`src/rtl/invader_march.sv`:
```
// Invader formation march controller: steps the formation on each accepted tick,
// drops and reverses at the playfield edges, and reloads the march period.
module invader_march #(
  parameter int unsigned X_WIDTH          = 10,
  parameter int unsigned Y_WIDTH          = 9,
  parameter int unsigned X_START          = 16,
  parameter int unsigned Y_START          = 32,
  parameter int unsigned X_MIN            = 8,
  parameter int unsigned X_MAX            = 248,
  parameter int unsigned STEP_X           = 2,
  parameter int unsigned STEP_Y           = 8,
  parameter int unsigned Y_LIMIT          = 200,
  parameter int unsigned ALIVE_WIDTH      = 6,
  parameter int unsigned ALIVE_INIT       = 55,
  parameter int unsigned PERIOD_WIDTH     = 24,
  parameter int unsigned MIN_PERIOD       = 100000,
  parameter int unsigned PERIOD_PER_ALIVE = 20000
) (
  input  logic                    clk,
  input  logic                    rst,
  input  logic                    tick,
  input  logic                    run,
  input  logic                    restart,
  input  logic [ALIVE_WIDTH-1:0]  alive_count,
  output logic [X_WIDTH-1:0]      x_pos,
  output logic [Y_WIDTH-1:0]      y_pos,
  output logic                    dir,
  output logic                    anim,
  output logic                    stepped,
  output logic                    landed,
  output logic [PERIOD_WIDTH-1:0] period
);

  localparam int unsigned XW1    = X_WIDTH + 1;
  localparam int unsigned YW1    = Y_WIDTH + 1;
  localparam int unsigned PSUM_W = PERIOD_WIDTH + ALIVE_WIDTH + 1;

  typedef enum logic {MARCH, LANDED} state_t;

  state_t                  state, state_nxt;
  logic [X_WIDTH-1:0]      x_nxt;
  logic [Y_WIDTH-1:0]      y_nxt;
  logic                    dir_nxt, anim_nxt, stepped_nxt;
  logic [PERIOD_WIDTH-1:0] period_nxt;

  logic [XW1-1:0] x_right;
  logic           at_right, at_left;
  logic [YW1-1:0] y_sum;

  // Saturating period for a given live-invader count.
  function automatic logic [PERIOD_WIDTH-1:0] calc_period(input logic [ALIVE_WIDTH-1:0] alive);
    logic [PSUM_W-1:0] sum;
    sum = PSUM_W'(MIN_PERIOD) + PSUM_W'(alive) * PSUM_W'(PERIOD_PER_ALIVE);
    if (|sum[PSUM_W-1:PERIOD_WIDTH]) return '1;
    return sum[PERIOD_WIDTH-1:0];
  endfunction

  // Edge tests widened by one bit so they cannot wrap.
  assign x_right  = {1'b0, x_pos} + XW1'(STEP_X);
  assign at_right = x_right > XW1'(X_MAX);
  assign at_left  = {1'b0, x_pos} < XW1'(X_MIN + STEP_X);
  assign y_sum    = {1'b0, y_pos} + YW1'(STEP_Y);

  always_comb begin
    state_nxt   = state;
    x_nxt       = x_pos;
    y_nxt       = y_pos;
    dir_nxt     = dir;
    anim_nxt    = anim;
    stepped_nxt = 1'b0;
    period_nxt  = period;
    if (restart) begin
      state_nxt  = MARCH;
      x_nxt      = X_WIDTH'(X_START);
      y_nxt      = Y_WIDTH'(Y_START);
      dir_nxt    = 1'b1;
      anim_nxt   = 1'b0;
      period_nxt = calc_period(alive_count);
    end else if (tick && run && state == MARCH) begin
      if (dir ? at_right : at_left) begin
        y_nxt   = y_sum[Y_WIDTH-1:0];
        dir_nxt = ~dir;
        if (y_sum >= YW1'(Y_LIMIT)) state_nxt = LANDED;
      end else if (dir) begin
        x_nxt = x_right[X_WIDTH-1:0];
      end else begin
        x_nxt = x_pos - X_WIDTH'(STEP_X);
      end
      anim_nxt    = ~anim;
      stepped_nxt = 1'b1;
      period_nxt  = calc_period(alive_count);
    end
  end

  always_ff @(posedge clk) begin
    if (rst) begin
      state   <= MARCH;
      x_pos   <= X_WIDTH'(X_START);
      y_pos   <= Y_WIDTH'(Y_START);
      dir     <= 1'b1;
      anim    <= 1'b0;
      stepped <= 1'b0;
      landed  <= 1'b0;
      period  <= calc_period(ALIVE_WIDTH'(ALIVE_INIT));
    end else begin
      state   <= state_nxt;
      x_pos   <= x_nxt;
      y_pos   <= y_nxt;
      dir     <= dir_nxt;
      anim    <= anim_nxt;
      stepped <= stepped_nxt;
      landed  <= (state_nxt == LANDED);
      period  <= period_nxt;
    end
  end

endmodule

```
`config.mk`:
```
export PLATFORM = sky130hd
export DESIGN_NAME = invader_march
export DESIGN_NICKNAME = d
export VERILOG_FILES = /design/src/rtl/invader_march.sv
export SDC_FILE = /design/constraint.sdc
export NUM_CORES = 1
export LEC_CHECK = 0
export BUFFER_PORTS_ARGS = -buffer_cell sky130_fd_sc_hd__buf_2
export CORE_UTILIZATION = 61
export CTS_BUF_LIST = sky130_fd_sc_hd__clkbuf_4
export DETAILED_ROUTE_END_ITERATION = 12
export GPL_ROUTABILITY_DRIVEN = 0
export HOLD_SLACK_MARGIN = 0.05
export PLACE_DENSITY = 0.83
export SLEW_MARGIN = 10
export SYNTH_ARGS = -nofsm -noshare
export SYNTH_HDL_FRONTEND = slang
export SYNTH_SLANG_ARGS = --single-unit
```
`constraint.sdc`:
```
create_clock -name clk -period 8.4 [get_ports clk]
set_clock_uncertainty 0.05 [all_clocks]
set_input_delay 0.42 -clock clk [delete_from_list [all_inputs] [get_ports clk]]
set_output_delay 0.42 -clock clk [all_outputs]
set_load 0.02 [all_outputs]
```
---- After elaboration in Yosys (flattened, before gate mapping) ----
Index checks and enable logic that the tools add are counted.
storage, ports and cells
  word-level logic and storage cells ...... 39
  output and inout bits ................... 47
  bits in registers ....................... 47
  bits of input ports ..................... 11
cells by class
  multiplexer cells ....................... 12
  multiply operators ...................... 1
  bitwise gates (word level) .............. 4
  reduce and logical (&&, ||, !) cells .... 8
  add/subtract/negate cells ............... 4
  order comparisons ....................... 3
operator list
  kind                                                                 number
  two-way mux 24 bit                                                   5
  adder 17 x 21 -> 22 bit (first input constant)                       1
  multiplier 6 x 10 -> 16 bit (second input constant)                  1
  adder 10 x 2 -> 11 bit (second input constant)                       1
  > comparator 11 x 8 -> 1 bit (second input constant)                 1
  adder 9 x 4 -> 10 bit (second input constant)                        1
  greater-or-equal comparator 10 x 8 -> 1 bit (second input constant)  1
  less-than comparator 10 x 4 -> 1 bit (second input constant)         1
  two-way mux 10 bit                                                   1
  subtractor 10 x 2 -> 10 bit (second input constant)                  1
  OR reduction 7 bit (first input constant)                            1
  two-way mux 1 bit                                                    6
  inverter 1 bit                                                       4
  AND reduction 2 bit                                                  2
  AND reduction 3 bit                                                  1
  logical AND 1 bit                                                    2
  nonzero test 2 bit                                                   1
  OR reduction 2 bit                                                   1

---- Depth between registers and ports, before layout ----
Gate-level depths: netlist (run 1).
  word-level depth ........................ 7
  gate-level depth with buffers ........... 15
  gate-level depth less buffers ........... 15

---- Least setup slack after synthesis (run 1) ----
OpenSTA, ideal clock, no wires.
  path type ............................... input -> register
  start point ............................. input alive_count[3]
  end point ............................... register period[19]
  path buffers ............................ 1
  arrival ................................. 3.379 ns
  data required time ...................... 8.264 ns
  setup time .............................. 0.086 ns
  stages .................................. 12
  path slack .............................. 4.886 ns
  cells stage by stage .................... fa_1 fa_1 ha_1 ha_1 buf_2 a21o_1 a31oi_1 and2_1 o221ai_1 a311oi_1 xor2_1 a211oi_1
on the way
  word-level cells in the longest chain between the ends .. 5
  elaborated cells on any way between the ends .. 6
  those cells by class .................... add/sub (1); mul (1); mux (4)
RTL lines
  element                        line  source
  start, declared                24    input logic [ALIVE_WIDTH-1:0] alive_count,
  multiplier 6 x 10 -> 16 bit *  53    sum = PSUM_W'(MIN_PERIOD) + PSUM_W'(alive) * PSUM_W'(PERIOD_PER_ALIVE);
  adder 17 x 21 -> 22 bit *      53
  two-way mux 24 bit             55    return sum[PERIOD_WIDTH-1:0];
  two-way mux 24 bit             79    end else if (tick && run && state == MARCH) begin
  two-way mux 24 bit *           72    if (restart) begin
  end signal, assigned           104   period <= calc_period(ALIVE_WIDTH'(ALIVE_INIT));
  end signal, assigned           113   period <= period_nxt;
  end, declared                  31    output logic [PERIOD_WIDTH-1:0] period
Every way passes the cells marked *; elsewhere a longest branch is shown, timed or not. The select of a mux whose other input is x is not followed.
A chain may end at the register's enable or synchronous reset.

---- Final worst setup path (run 1) ----
  start point ............................. input alive_count[0]
  end point ............................... register period[19]
Same word-level chain as after synthesis.

==> flow_metrics.env, run 1 <==
export IMPL_r2r_start="x_pos[1]$_SDFFE_PP0P_"
export IMPL_seq_area_frac_synth=0.250
export IMPL_whs_path_depth=2
export IMPL_grtUsageTotal=0.251
export IMPL_drive_gt1_frac=0.165
export IMPL_cts_clk_slew_worst_paths_ns=0.11
export IMPL_cts_hold_buf=0
export IMPL_status="finished, violations left"
export IMPL_synth_top_area_cell="dfxtp_1"
export IMPL_portBuffers=46
export IMPL_p_leak_nw=1.44
export IMPL_min_delay_start="alive_count[0]"
export IMPL_drv_cap=0
export IMPL_slew_headroom=0.365
export IMPL_synth_flop_cell="dfxtp_1"
export IMPL_vias=2603
export IMPL_design_area_sq_mm=0.00314
export IMPL_path_max_fanout=6
export IMPL_cts_tree="built"
export IMPL_io_pins=58
export IMPL_p_int_w=0.000355
export IMPL_cts_resized=0
export IMPL_routed_wl_microns=5890
export IMPL_rsz0062_at_grt="no"
export IMPL_clock_root_buffer="clkbuf_4"
export IMPL_tns_ns=0
export IMPL_dp_cells=438
export IMPL_p_sw_w=0.000226
export IMPL_grt_pass1_vias=2304
export IMPL_synth_edf_count=0
export IMPL_r2r_end="y_pos[7]$_SDFFE_PP0P_"
export IMPL_criticalPathCategory="primary input to flop"
export IMPL_cts_sinks=36
export IMPL_fin_crit_ns=3.58
export IMPL_seq_power_share=0.342
export IMPL_clkPwrFrac=0.210
export IMPL_place_area_sq_mm=0.00306
export IMPL_firstDrtPassIters=8
export IMPL_setup_viol=0
export IMPL_period_share=0.426
export IMPL_layout_cells_non_filler=446
export IMPL_drv_slew=0
export IMPL_drtIter0Drc=174
export IMPL_violations="design-rule violations"
export IMPL_antenna_cells=0
export IMPL_synth_avg_cell_area_sq_um=8.10
export IMPL_pwr_density_cell_mw_per_mm2=185
export IMPL_worstSetupStartpointType="primary input"
export IMPL_hold_path_endpoint="period[5]$_SDFFE_PP0P_"
export IMPL_synth_seq_cells=36
export IMPL_numCtsBuffers=5
export IMPL_tightest_slew_ns=0.949
export IMPL_overflow=0
export IMPL_post_place_ws_ns=4.48
export IMPL_area_delta_synth_final_pct=9.03
export IMPL_syn_cell_area_sq_mm=0.00288
export IMPL_cts_max_level=2
export IMPL_die_w_microns=70.7
export IMPL_fin_hold_ws_ns=0.310
export IMPL_hpwl_microns=4510
export IMPL_layout_nets=441
export IMPL_async_reset_ff_frac=0
export IMPL_clkLatencyLatePin_ns=0.34
export IMPL_grt_max_degree=21
export IMPL_synthCells=356
export IMPL_die_h_microns=70.7
export IMPL_hold_viol=0
export IMPL_cts_path_max_buffers=2
export IMPL_grt_pass1_wl_microns=10200
export IMPL_dieArea_sq_mm=0.00500
export IMPL_post_cts_buffers=0
export IMPL_swShare=0.390
export IMPL_wl_per_cell_microns=13.2
export IMPL_cp_required_ns=8.62
export IMPL_drtAntennaViolNets=0
export IMPL_r2r_cells=8
export IMPL_fp_row_count=24
export IMPL_end_kind="flop"
export IMPL_ff2ff_setup_slack_ns=5.67
export IMPL_core_area_sq_mm=0.00444
export IMPL_synth_distinct_cells=55
export IMPL_holdCritPathClass="primary input to flop"
export IMPL_p_comb_frac=0.448
export IMPL_drt_vias_per_instance=5.84
export IMPL_antenna_found_initial=0
export IMPL_max_vdd_ir_drop_v=0.0000995
export IMPL_drc=7
export IMPL_slowest_stage="fa_1"
export IMPL_fin_ws_ns=4.82
export IMPL_crit_path_max_incr_delay_ns=0.55
export IMPL_arrival_ns=3.80
export IMPL_start_util=0.649
export IMPL_max_freq_mhz=279
export IMPL_synthTopCellsByArea="dfxtp_1 (25%), ha_1 (13%), fa_1 (4.9%)"
export IMPL_cp_cell_sequence="buf_2 -> inv_1 -> fa_1 -> fa_1 -> inv_1 -> ha_1 -> inv_1 -> fa_1 -> nor2b_1 -> o211a_1 -> or4_1 -> o311a_1 -> a311oi_1 -> xor2_1 -> a211oi_1"
export IMPL_yosys_warnings=0
export IMPL_synth_top_area_frac=0.250
[worst max-delay path: cells and delay by family]
| family | cells | cell delay [ns] |
|---|---|---|
| fa+ha+maj | 4 | 1.46 |
| xor+xnor | 1 | 0.12 |
| buf+inv | 4 | 0.36 |
| compound gates | 4 | 0.95 |
| simple gates | 2 | 0.48 |
[power groups by stage]
stage                     registers (W)  logic (W)  clock network [W]
final                          0.000199   0.000260           0.000122
after global routing           0.000201   0.000292           0.000137
after CTS                      0.000199   0.000260           0.000125
after detailed placement       0.000203   0.000256                  0
after global placement         0.000203   0.000250                  0
after floorplan                0.000224   0.000185                  0
[through the flow]
step	util	total power, W
after global routing	0.707	0.000630
final	0.707	0.000581
after floorplan	-	0.000409
after detailed placement	0.689	0.000459
after global placement	0.689	0.000453
after CTS	0.707	0.000584
[cells in the final DEF, fill, tap and decap left out, types with 3 or more instances in the layout]
cell type,instances
nor2b_1,4
nand2b_1,3
o21a_1,3
buf_2,46
xor2_1,9
clkbuf_4,5
fa_1,7
or4_1,3
nand3_1,10
and3_1,3
a211o_1,4
dfxtp_1,36
a31oi_1,3
nand4_1,7
a31o_1,3
a21o_1,3
nor3_1,6
conb_1,11
xnor2_1,15
nor2_1,34
a211oi_1,7
a311oi_1,3
inv_1,27
or2_2,5
nand2_1,32
o21ai_0,19
ha_1,30
a21oi_1,16
or3_1,3
mux2i_1,5
[state kept, by name (all words and copies together) (netlist names)]
signal   flops
x_pos        9
dir          1
period      17
y_pos        6
state        1
anim         1
stepped      1
[cell families after synthesis]
logic type	count (synthesis)	synth area share
flip-flops	36	0.250
XOR/XNOR	24	0.0729
buffers and inverters	53	0.0881
other	1	0.00130
AND/OR/NAND/NOR	121	0.206
multiplexers	6	0.0213
AO/OA/AOI/OAI	78	0.181
adder cells (fa/ha/maj)	37	0.179
[routing by layer]
layer / routed length [microns] / track usage / vias up
li1: - / - / 1291
met1: 2450 / 0.309 / 1227
met2: 3070 / 0.436 / 76
met3: 261 / 0.0413 / 9
met4: 102 / 0.102 / 0
met5: 0 / 0 / -
[cell usage after synthesis, drive strengths merged, types with 3 or more instances]
cell type and instances:
a211o 4, nand4 7, or4 3, nor3 7
xnor2 15, mux2i 5, nand2 33, fa 7
o21a 3, clkbuf 10, ha 30, a211oi 7
a31oi 3, xor2 9, nor2b 4, a21o 3
or3 3, a311oi 3, nand3 12, nand2b 3
buf 16, a21oi 16, dfxtp 36, o21ai 21
nor2 34, o211ai 3, inv 27, and3 3
or2 5, a31o 3
[how the worst max path moves through the flow]
stage	slack, ns	startpoint	endpoint	cells after the start
final	4.82	alive_count[0]	period[19]$_SDFFE_PP0P_	15
after global routing	4.66	alive_count[4]	period[19]$_SDFFE_PP0P_	14
after CTS	4.86	alive_count[0]	period[19]$_SDFFE_PP0P_	15
after detailed placement	4.48	alive_count[0]	period[19]$_SDFFE_PP0P_	15
after global placement	4.63	alive_count[4]	period[19]$_SDFFE_PP0P_	14
after floorplan	4.89	alive_count[3]	period[19]$_SDFFE_PP0P_	12
[layout make-up]
cell class | instances | area [sq um]
inverter | 27 | 101
tap | 52 | 65.1
clock inverter | 3 | 42.5
timing repair buffer | 46 | 230
multi-input combinational | 277 | 1950
clock buffer | 5 | 37.5
fill | 385 | 1300
sequential | 36 | 721
Power figures use the tool's default switching activity.
==> run 2: changes to the inputs <==
--- a/config.mk
+++ b/config.mk
@@ -5,13 +5,14 @@
 export SDC_FILE = /design/constraint.sdc
 export NUM_CORES = 1
 export LEC_CHECK = 0
+export ABC_AREA = 1
 export BUFFER_PORTS_ARGS = -buffer_cell sky130_fd_sc_hd__buf_2
-export CORE_UTILIZATION = 61
+export CORE_UTILIZATION = 52
 export CTS_BUF_LIST = sky130_fd_sc_hd__clkbuf_4
 export DETAILED_ROUTE_END_ITERATION = 12
 export GPL_ROUTABILITY_DRIVEN = 0
 export HOLD_SLACK_MARGIN = 0.05
-export PLACE_DENSITY = 0.83
+export PLACE_DENSITY = 0.75
 export SLEW_MARGIN = 10
 export SYNTH_ARGS = -nofsm -noshare
 export SYNTH_HDL_FRONTEND = slang
==> constraint.sdc (replaced) <==
create_clock -name clk -period 2.9 [get_ports clk]
set_clock_uncertainty 0.05 [all_clocks]
set_input_delay 0.145 -clock clk [delete_from_list [all_inputs] [get_ports clk]]
set_output_delay 0.145 -clock clk [all_outputs]
set_load 0.02 [all_outputs]
==> run 2 against run 1 <==
Effect of this change: critical endpoint is now period[18]$_SDFFE_PP0P_; largest cell class unchanged; first-iteration DRC count rose by 51%; clock power rose by 120%; the run now ends clean; highest routed layer unchanged; design area rose by 13%; flip-flop and latch count did not move; largest power group unchanged.
==> flow_metrics.env, run 2 <==
export IMPL_worstSetupStartpointType="primary input"
export IMPL_grt_pass1_wl_microns=12200
export IMPL_firstDrtPassIters=4
export IMPL_synth_avg_cell_area_sq_um=6.67
export IMPL_post_cts_buffers=0
export IMPL_fin_util=0.640
export IMPL_r2r_end="y_pos[4]$_SDFFE_PP0P_"
export IMPL_synth_seq_cells=36
export IMPL_vias=3074
export IMPL_pwr_density_cell_mw_per_mm2=480
export IMPL_whs_path_depth=3
export IMPL_syn_cell_area_sq_mm=0.00306
export IMPL_tightest_slew_ns=0.634
export IMPL_synthTopCellsByArea="dfxtp_1 (24%), nand2_1 (14%), ha_1 (12%)"
export IMPL_die_w_microns=78.7
export IMPL_overflow=0
export IMPL_seq_area_frac_synth=0.236
export IMPL_ys_top_cells_by_count="nand2_1 (112), inv_1 (64), nor2_1 (47)"
export IMPL_cts_clk_slew_worst_paths_ns=0.11
export IMPL_period_share=0.943
export IMPL_cp_required_ns=3.08
export IMPL_p_leak_nw=1.93
export IMPL_cts_sinks=36
export IMPL_path_max_fanout=4
export IMPL_synth_most_common_cell="nand2_1"
export IMPL_holdCritPathClass="primary input to flop"
export IMPL_reg_top3="period x17, x_pos x9, y_pos x6"
export IMPL_end_kind="flop"
export IMPL_design_area_sq_mm=0.00357
export IMPL_clock_root_buffer="clkbuf_4"
export IMPL_cts_tree="built"
export IMPL_fin_ws_ns=0.164
export IMPL_core_area_sq_mm=0.00557
export IMPL_grt_pass1_vias=2794
export IMPL_synth_distinct_cells=37
export IMPL_drv_cap=0
export IMPL_grtUsageTotal=0.244
export IMPL_io_pins=58
export IMPL_dp_cells=588
export IMPL_max_freq_mhz=366
export IMPL_criticalPathCategory="primary input to flop"
export IMPL_drt_vias_per_instance=5.13
export IMPL_drtAntennaViolNets=0
export IMPL_fp_row_count=27
export IMPL_post_place_ws_ns=-0.218
export IMPL_cts_max_level=2
export IMPL_largest_register="period"
export IMPL_synth_edf_count=0
export IMPL_fin_crit_ns=2.74
export IMPL_setup_viol=0
export IMPL_ff2ff_setup_slack_ns=0.57
export IMPL_synth_flop_cell="dfxtp_1"
export IMPL_portBuffers=46
export IMPL_numCtsBuffers=5
export IMPL_r2r_start="x_pos[1]$_SDFFE_PP0P_"
export IMPL_async_reset_ff_frac=0
export IMPL_critical_path_startpoint="alive_count[0]"
export IMPL_status="finished clean"
export IMPL_synth_top_area_frac=0.236
export IMPL_layout_nets=574
export IMPL_die_h_microns=78.7
export IMPL_endpoint="period[18]$_SDFFE_PP0P_"
export IMPL_routed_wl_microns=7010
export IMPL_antenna_found_initial=0
export IMPL_fillCellCount=524
export IMPL_synthCells=458
export IMPL_max_vdd_ir_drop_v=0.000280
export IMPL_dieArea_sq_mm=0.00619
export IMPL_wl_per_cell_microns=11.7
export IMPL_final_common_cell="nand2_1"
export IMPL_area_delta_synth_final_pct=16.7
export IMPL_r2r_cells=13
export IMPL_synth_top_area_cell="dfxtp_1"
export IMPL_largest_reg_flops=17
export IMPL_yosys_warnings=0
export IMPL_arrival_ns=2.92
export IMPL_drive_gt1_frac=0.186
export IMPL_drtIter0Drc=263
export IMPL_cts_path_max_buffers=2
export IMPL_clkLatencyLatePin_ns=0.34
export IMPL_hold_viol=0
export IMPL_antenna_cells=0
export IMPL_start_util=0.548
export IMPL_total_power_w=0.00171
export IMPL_drv_slew=0
export IMPL_layout_cells_non_filler=599
export IMPL_place_area_sq_mm=0.00345
export IMPL_drc=0
export IMPL_grt_max_degree=21
export IMPL_slew_headroom=0.576
export IMPL_mostFrequentLayoutCells="nand2_1 (111), inv_1 (64), nor2_1 (47)"
export IMPL_hpwl_microns=5470
==> run 2: worst min path at each step <==
stage	startpoint	end	slack, ns
after floorplan	rst	period[21]$_SDFFE_PP0P_	0.17
after global routing	alive_count[0]	period[5]$_SDFFE_PP0P_	0.09
final	alive_count[0]	period[5]$_SDFFE_PP0P_	0.08
after global placement	rst	period[21]$_SDFFE_PP0P_	0.30
after detailed placement	rst	period[21]$_SDFFE_PP0P_	0.29
after CTS	run	anim$_SDFFE_PP0P_	0.07
==> run 2: repair_timing <==
| action | CTS | global route |
|---|---|---|
| resized for setup | 0 | 6 |
| hold endpoints to repair | 2 | 0 |
| setup endpoints to repair | 0 | 6 |
| hold buffers | 3 | 0 |
==> run 2: metal layers <==
| layer | track usage | share of wire |
|---|---|---|
| met1 | 0.326 | 0.47 |
| met2 | 0.399 | 0.46 |
| met3 | 0.0337 | 0.052 |
| met4 | 0.0833 | 0.011 |
| met5 | 0 | 0 |
==> run 2: per-stage QoR <==
step / TNS [ns] / hold WS, ns
6_report: 0 / 0.0834
2_1_floorplan: 0 / 0.167
3_5_place_dp: -1.17 / 0.289
3_3_place_gp: -0.680 / 0.299
5_1_grt: -0.0132 / 0.0897
4_1_cts: 0 / 0.0702
==> run 2: cell families after synthesis <==
logic type | count (synthesis) | synth area share
other | 1 | 0.00123
adder cells (fa/ha/maj) | 37 | 0.169
AND/OR/NAND/NOR | 228 | 0.328
XOR/XNOR | 14 | 0.0401
flip-flops | 36 | 0.236
buffers and inverters | 89 | 0.131
AO/OA/AOI/OAI | 53 | 0.0954
==> run 2: critical path: stages <==
cell	delay, ns
buf_2	0.11
inv_1	0.06
fa_1	0.50
fa_1	0.48
inv_1	0.07
ha_2	0.17
inv_1	0.05
fa_1	0.38
inv_1	0.10
nand3_1	0.08
nand2_2	0.10
nand2_1	0.05
nand2_1	0.09
xnor2_2	0.14
inv_1	0.10
nand3_1	0.09
nand2_1	0.05
nor2_1	0.10
nor2_1	0.05
==> run 2: area by class of cell <==
class	count	area, sq um	share of cell area
clock buffer	6	45.0	0.0126
clock inverter	2	11.3	0.00316
inverter	66	248	0.0695
multi-input combinational	343	2000	0.562
sequential	36	721	0.202
tap	72	90.1	0.0253
timing repair buffer	74	448	0.126
==> run 2: power breakdown <==
group | switching, W | internal (W) | leakage, nW
logic | 0.000503 | 0.000352 | 1.60
clock network | 0.000170 | 0.000102 | 0.0293
registers | 0.0000371 | 0.000546 | 0.295
total | 0.000711 | 0.00100 | 1.93
